`config.mk`:
```
export PLATFORM = sky130hd
export DESIGN_NAME = alu_interface_ctrl
export DESIGN_NICKNAME = d
export VERILOG_FILES = /design/src/rtl/alu_interface_ctrl.sv
export SDC_FILE = /design/constraint.sdc
export NUM_CORES = 1
export LEC_CHECK = 0
export CORE_MARGIN = 2
export CORE_UTILIZATION = 61
export DETAILED_ROUTE_END_ITERATION = 8
export DONT_BUFFER_PORTS = 1
export PLACE_DENSITY = 0.77
export SETUP_SLACK_MARGIN = 0.3
export SYNTH_ARGS = -nofsm -noshare
export SYNTH_HDL_FRONTEND = slang
export SYNTH_SLANG_ARGS = --single-unit
export TNS_END_PERCENT = 30
```
`constraint.sdc`:
```
create_clock -name clock -period 1.75 [get_ports clock]
set_input_delay 0.175 -clock clock [delete_from_list [all_inputs] [get_ports clock]]
set_output_delay 0.175 -clock clock [all_outputs]
set_load 0.01 [all_outputs]
```
`src/rtl/alu_interface_ctrl.sv`:
```
// alu_interface_ctrl: collects A, B and opcode words from a byte-serial source,
// drives a registered ALU, waits out its latency and offers the result
// downstream under a valid/ready handshake.
module alu_interface_ctrl #(
    parameter int unsigned N_DATA = 8,
    parameter int unsigned N_BITS = 6
) (
    input  logic              clock,
    input  logic              reset,
    input  logic [N_DATA-1:0] i_data,
    input  logic              i_valid,
    input  logic [N_BITS-1:0] i_alu_result,
    output logic [N_BITS-1:0] o_alu_a,
    output logic [N_BITS-1:0] o_alu_b,
    output logic [N_BITS-1:0] o_alu_op,
    output logic [N_DATA-1:0] o_result,
    output logic              o_result_valid,
    input  logic              i_result_ready,
    output logic              o_error,
    output logic              o_busy,
    output logic [7:0]        o_op_count
);

    localparam int unsigned CNT_W = 8;

    typedef enum logic [2:0] {
        GET_A  = 3'd0,
        GET_B  = 3'd1,
        GET_OP = 3'd2,
        EXEC   = 3'd3,
        CAPT   = 3'd4,
        SEND   = 3'd5
    } state_t;

    state_t            state_q, state_d;
    logic [N_BITS-1:0] alu_a_q, alu_a_d;
    logic [N_BITS-1:0] alu_b_q, alu_b_d;
    logic [N_BITS-1:0] alu_op_q, alu_op_d;
    logic [N_DATA-1:0] result_q, result_d;
    logic              result_valid_q, result_valid_d;
    logic              error_q, error_d;
    logic              busy_q, busy_d;
    logic [CNT_W-1:0]  op_count_q, op_count_d;
    logic [N_BITS-1:0] in_word_c;

    // Only the low N_BITS of each incoming word carry information
    assign in_word_c = i_data[N_BITS-1:0];

    generate
        if (N_DATA > N_BITS) begin : g_unused_hi
            logic unused_hi;
            assign unused_hi = ^i_data[N_DATA-1:N_BITS];
        end
    endgenerate

    // Opcodes the ALU implements; everything else is rejected without execution
    function automatic logic is_legal(input logic [N_BITS-1:0] op);
        logic ok;
        ok = 1'b0;
        case (op)
            N_BITS'(6'b100000), N_BITS'(6'b100010), N_BITS'(6'b100100),
            N_BITS'(6'b100101), N_BITS'(6'b100110), N_BITS'(6'b000011),
            N_BITS'(6'b000010), N_BITS'(6'b100111): ok = 1'b1;
            default: ok = 1'b0;
        endcase
        return ok;
    endfunction

    // State and registered outputs
    always_ff @(posedge clock or posedge reset) begin
        if (reset) begin
            state_q        <= GET_A;
            alu_a_q        <= '0;
            alu_b_q        <= '0;
            alu_op_q       <= '0;
            result_q       <= '0;
            result_valid_q <= 1'b0;
            error_q        <= 1'b0;
            busy_q         <= 1'b0;
            op_count_q     <= '0;
        end else begin
            state_q        <= state_d;
            alu_a_q        <= alu_a_d;
            alu_b_q        <= alu_b_d;
            alu_op_q       <= alu_op_d;
            result_q       <= result_d;
            result_valid_q <= result_valid_d;
            error_q        <= error_d;
            busy_q         <= busy_d;
            op_count_q     <= op_count_d;
        end
    end

    // Next-state and next-output logic; valid/busy follow the next state so they are registered
    always_comb begin
        state_d        = state_q;
        alu_a_d        = alu_a_q;
        alu_b_d        = alu_b_q;
        alu_op_d       = alu_op_q;
        result_d       = result_q;
        error_d        = error_q;
        op_count_d     = op_count_q;
        result_valid_d = 1'b0;
        busy_d         = 1'b0;

        case (state_q)
            GET_A: begin
                if (i_valid) begin
                    alu_a_d = in_word_c;
                    state_d = GET_B;
                end
            end
            GET_B: begin
                if (i_valid) begin
                    alu_b_d = in_word_c;
                    state_d = GET_OP;
                end
            end
            GET_OP: begin
                if (i_valid) begin
                    alu_op_d = in_word_c;
                    if (is_legal(in_word_c)) begin
                        state_d = EXEC;
                    end else begin
                        result_d = '0;
                        error_d  = 1'b1;
                        state_d  = SEND;
                    end
                end
            end
            EXEC: begin
                state_d = CAPT;
            end
            CAPT: begin
                result_d = N_DATA'(i_alu_result);
                error_d  = 1'b0;
                state_d  = SEND;
            end
            SEND: begin
                if (i_result_ready) begin
                    op_count_d = op_count_q + CNT_W'(1);
                    state_d    = GET_A;
                end
            end
            default: begin
                state_d = GET_A;
            end
        endcase

        result_valid_d = (state_d == SEND);
        busy_d         = (state_d != GET_A);
    end

    assign o_alu_a        = alu_a_q;
    assign o_alu_b        = alu_b_q;
    assign o_alu_op       = alu_op_q;
    assign o_result       = result_q;
    assign o_result_valid = result_valid_q;
    assign o_error        = error_q;
    assign o_busy         = busy_q;
    assign o_op_count     = op_count_q;

endmodule

```
==> out/summary.md <==
* starting utilization of the core area: 63.1%
* post-CTS clock slew at the launch and capture registers of the worst setup and hold paths: 110 ps
* Mapped Avg Cell Area: 12.1 µm²
* Die H: 57.0 µm
* Die Area: 3240 µm²
* clock tree from TritonCTS: done
* worst-path cell chain: and4bb_4, mux2_2
* CP Capture Type: flop
* sw frac: 35.7%
* highest achievable clock rate: 701 MHz
* proportion of layout cells with a drive suffix above 1: 28.0%
* critical path startpoint category: flop
* average detailed-routed wire length per instance: 16.7 µm
* placer's final routability congestion estimate: 0.759
* number of vias per cell after detailed routing: 5.79
* cell family with the largest share of critical-path delay: flip-flops
* FF-to-FF Start: state_q[1]
* unrepaired setup endpoints after global routing: true
* post-detailed-route DRC marker count: 0
* Final Max Tran Viols: 0
* maximum number of pins on one net before global-route repair: 39
* post-route ant nets: 0
* Reg power frac: 54.9%
* routed wire length: 3.25 mm
* CP max stage delay: 510 ps
* # Max-Cap Violations: 0
* Data required, critical path: 1990 ps
* number of global-route vias before repair: 1,186
* worst clock skew: 5.90 ps
* number of nets in the finished design: 182
* final hold violation count: 0
* final design instance area without fill: 2020 µm²
* start point of the critical path: state_q[1]
* clock network fraction of design power: 17.4%
* Cell Area, Synth: 1710 µm²
* sequential fraction of the synthesis area: 55.6%
* Antenna Cells: 0
* Setup Total Neg Slack: 0 ps
* distinct cell type count after synthesis: 34
* cts bufs inserted: 5
* 1st-iter DRT viols: 53
* class of the tightest hold or removal check: input pin to flop
* Warnings, synthesis: 0
* Final Power: 3.22 mW
* final critical-path share of the clock period: 81.6%
* area inside the core boundary: 2710 µm²
* clock latency on the worst-skew pair: 350 ps
* drt first pass iters: 4
* Final min period: 1430 ps
* Power Dens Cells: 1590 nW/µm²
* buffers added on ports: 0
* cell row count: 19
* reported net switching power: 1.15 mW
* gate count after technology mapping: 141
* hpwl dp: 2.07 mm
* antenna violations before repair: 0
* grt ovf: 0
* cell area reported after detailed placement: 1760 µm²
* growth of design area from synthesis to finish: 18.1%
* clock root buffer: clkbuf_4
* number of storage elements in the synthesis netlist: 38
* maximum root-to-sink buffer count: 2
* Int Pwr: 2.07 mW
* VDD IR-drop max: 1.19 mV
* buffers and inverters on the worst path: 0
* worst hold-check slack: 22.9 ps
* run status: complete, no violations
* TritonCTS sink count: 38
* combinational fraction of design power: 27.7%
* start point of the worst hold path: i_valid
* Ports: 55
* vias after detailed routing: 1,130
* critical path's slowest cell: dfrtp_2
* setup-violating endpoint count in the final report: 0
* Crit Path Category: flop to flop
* static power due to leakage: 0.901 nW
* global-route total usage across every layer: 21.6%
* top fanout value on the critical path: 13
* wire length of the first global-routing pass: 5.33 mm
* CP arrival: 1670 ps
* H-tree level count: 2
* x dimension of the die: 57.0 µm
==> per-layer routing <==
layer  vias up  GRT usage (%)  routed length [µm]
met4         0           11.0                  63
met1       548           25.4                1330
met3         9           7.71                 246
met5         -              0                   0
li1        529              -                   -
met2        44           35.1                1610
==> layout make-up <==
type / instances / area, µm²
clock buffers: 8 / 78.8
fillers: 194 / 691
inverters: 2 / 7.51
multi-input cells: 94 / 739
flip-flops and latches: 38 / 955
well taps: 31 / 38.8
repair buffers: 22 / 200
==> power groups by stage <==
stage          sequential, mW  combinational, mW  clock [mW]
2_1_floorplan            1.63              0.751           0
3_3_place_gp             1.76              0.776           0
3_5_place_dp             1.77              0.809           0
4_1_cts                  1.77              0.894       0.565
5_1_grt                  1.83              0.985       0.597
6_report                 1.77              0.892       0.559
==> placed cells by master, fill, tap and decap left out, types with 2 or more instances in the layout <==
cell           instances
nand3b_1               4
nand2b_1               4
nor2_1                 5
buf_4                  8
dfrtp_1               35
nor3b_1                3
clkbuf_4               5
nor3_1                 2
dlygate4sd3_1         14
nor2b_1                2
xor2_1                 6
o21ai_0                2
dfrtp_2                3
nand3_1                3
clkbuf_8               3
inv_1                  2
o31ai_1                6
nand2_1               17
mux2_2                19
a21oi_1                4
conb_1                 2
==> flip-flops by register name, indices dropped and copies added, names as in the netlist <==
name            count
o_alu_op            6
o_error             1
state_q             3
o_busy              1
o_result            6
o_alu_b             6
o_op_count          8
o_result_valid      1
o_alu_a             6
==> final timing paths <==
path | endpoint | slack, ps | cells after the start
max reg2reg | o_alu_b[1] | 320 | 2
min in group asynchronous | o_alu_op[3] | 380 | 3
min | state_q[0] | 20 | 2
max in group asynchronous | state_q[1] | 1010 | 3
min reg2reg | o_op_count[7] | 530 | 1
max | o_alu_b[1] | 320 | 2
==> what timing repair did <==
item | in CTS | in global routing
hold buffers | 14 | 0
hold endpoints to repair | 64 | 0
setup endpoints to repair | 19 | 14
buffers inserted | 1 | 0
pin swaps | 1 | 1
gates resized for setup | 7 | 1
==> kinds of logic (layout without fill, tap and decap cells) <==
group | count (synthesis) | after routing | synth area share [%]
AOI/OAI and AO/OA | 17 | 17 | 6.80
xor gates and xnor gates | 7 | 7 | 3.58
adders and majority gates | 1 | 1 | 0.731
buffers and inverters | 10 | 32 | 3.15
DFF | 38 | 38 | 55.6
muxes | 19 | 19 | 12.5
other | 1 | 2 | 0.219
and+or+nand+nor | 48 | 48 | 17.4
==> stage by stage <==
stage | util (%) | setup WS [ps] | std cells
final | 74.5 | 323 | 195
after global routing | 74.5 | 278 | 195
after CTS | 74.4 | 307 | 195
after detailed placement | 64.9 | 91.1 | 172
after global placement | 64.9 | 184 | 172
after floorplan | - | 337 | 142
==> synth_stat cells, drive strengths merged <==
cell type,count,share of area [%]
nor4,2,1.1
o22ai,1,0.37
and4bb,1,0.73
xor2,6,3.1
nand3b,4,1.8
nand4b,1,1.4
buf,7,2.5
ha,1,0.73
mux2,19,13
nor4b,1,0.88
dfrtp,38,56
clkbuf,1,0.22
o31ai,6,2.6
nor3,3,1.2
o211a,1,0.59
inv,2,0.44
nor2b,2,0.73
conb,1,0.22
nand4bb,1,0.66
xnor2,1,0.51
nand2b,4,1.5
o21ai,3,0.88
nand2,17,3.7
nand3,3,0.88
o211ai,1,0.44
nor2,5,1.1
a211oi,1,0.73
nor3b,3,1.3
or3b,1,0.51
a21oi,4,1.2
No activity file was read; power rests on OpenSTA's default activity.
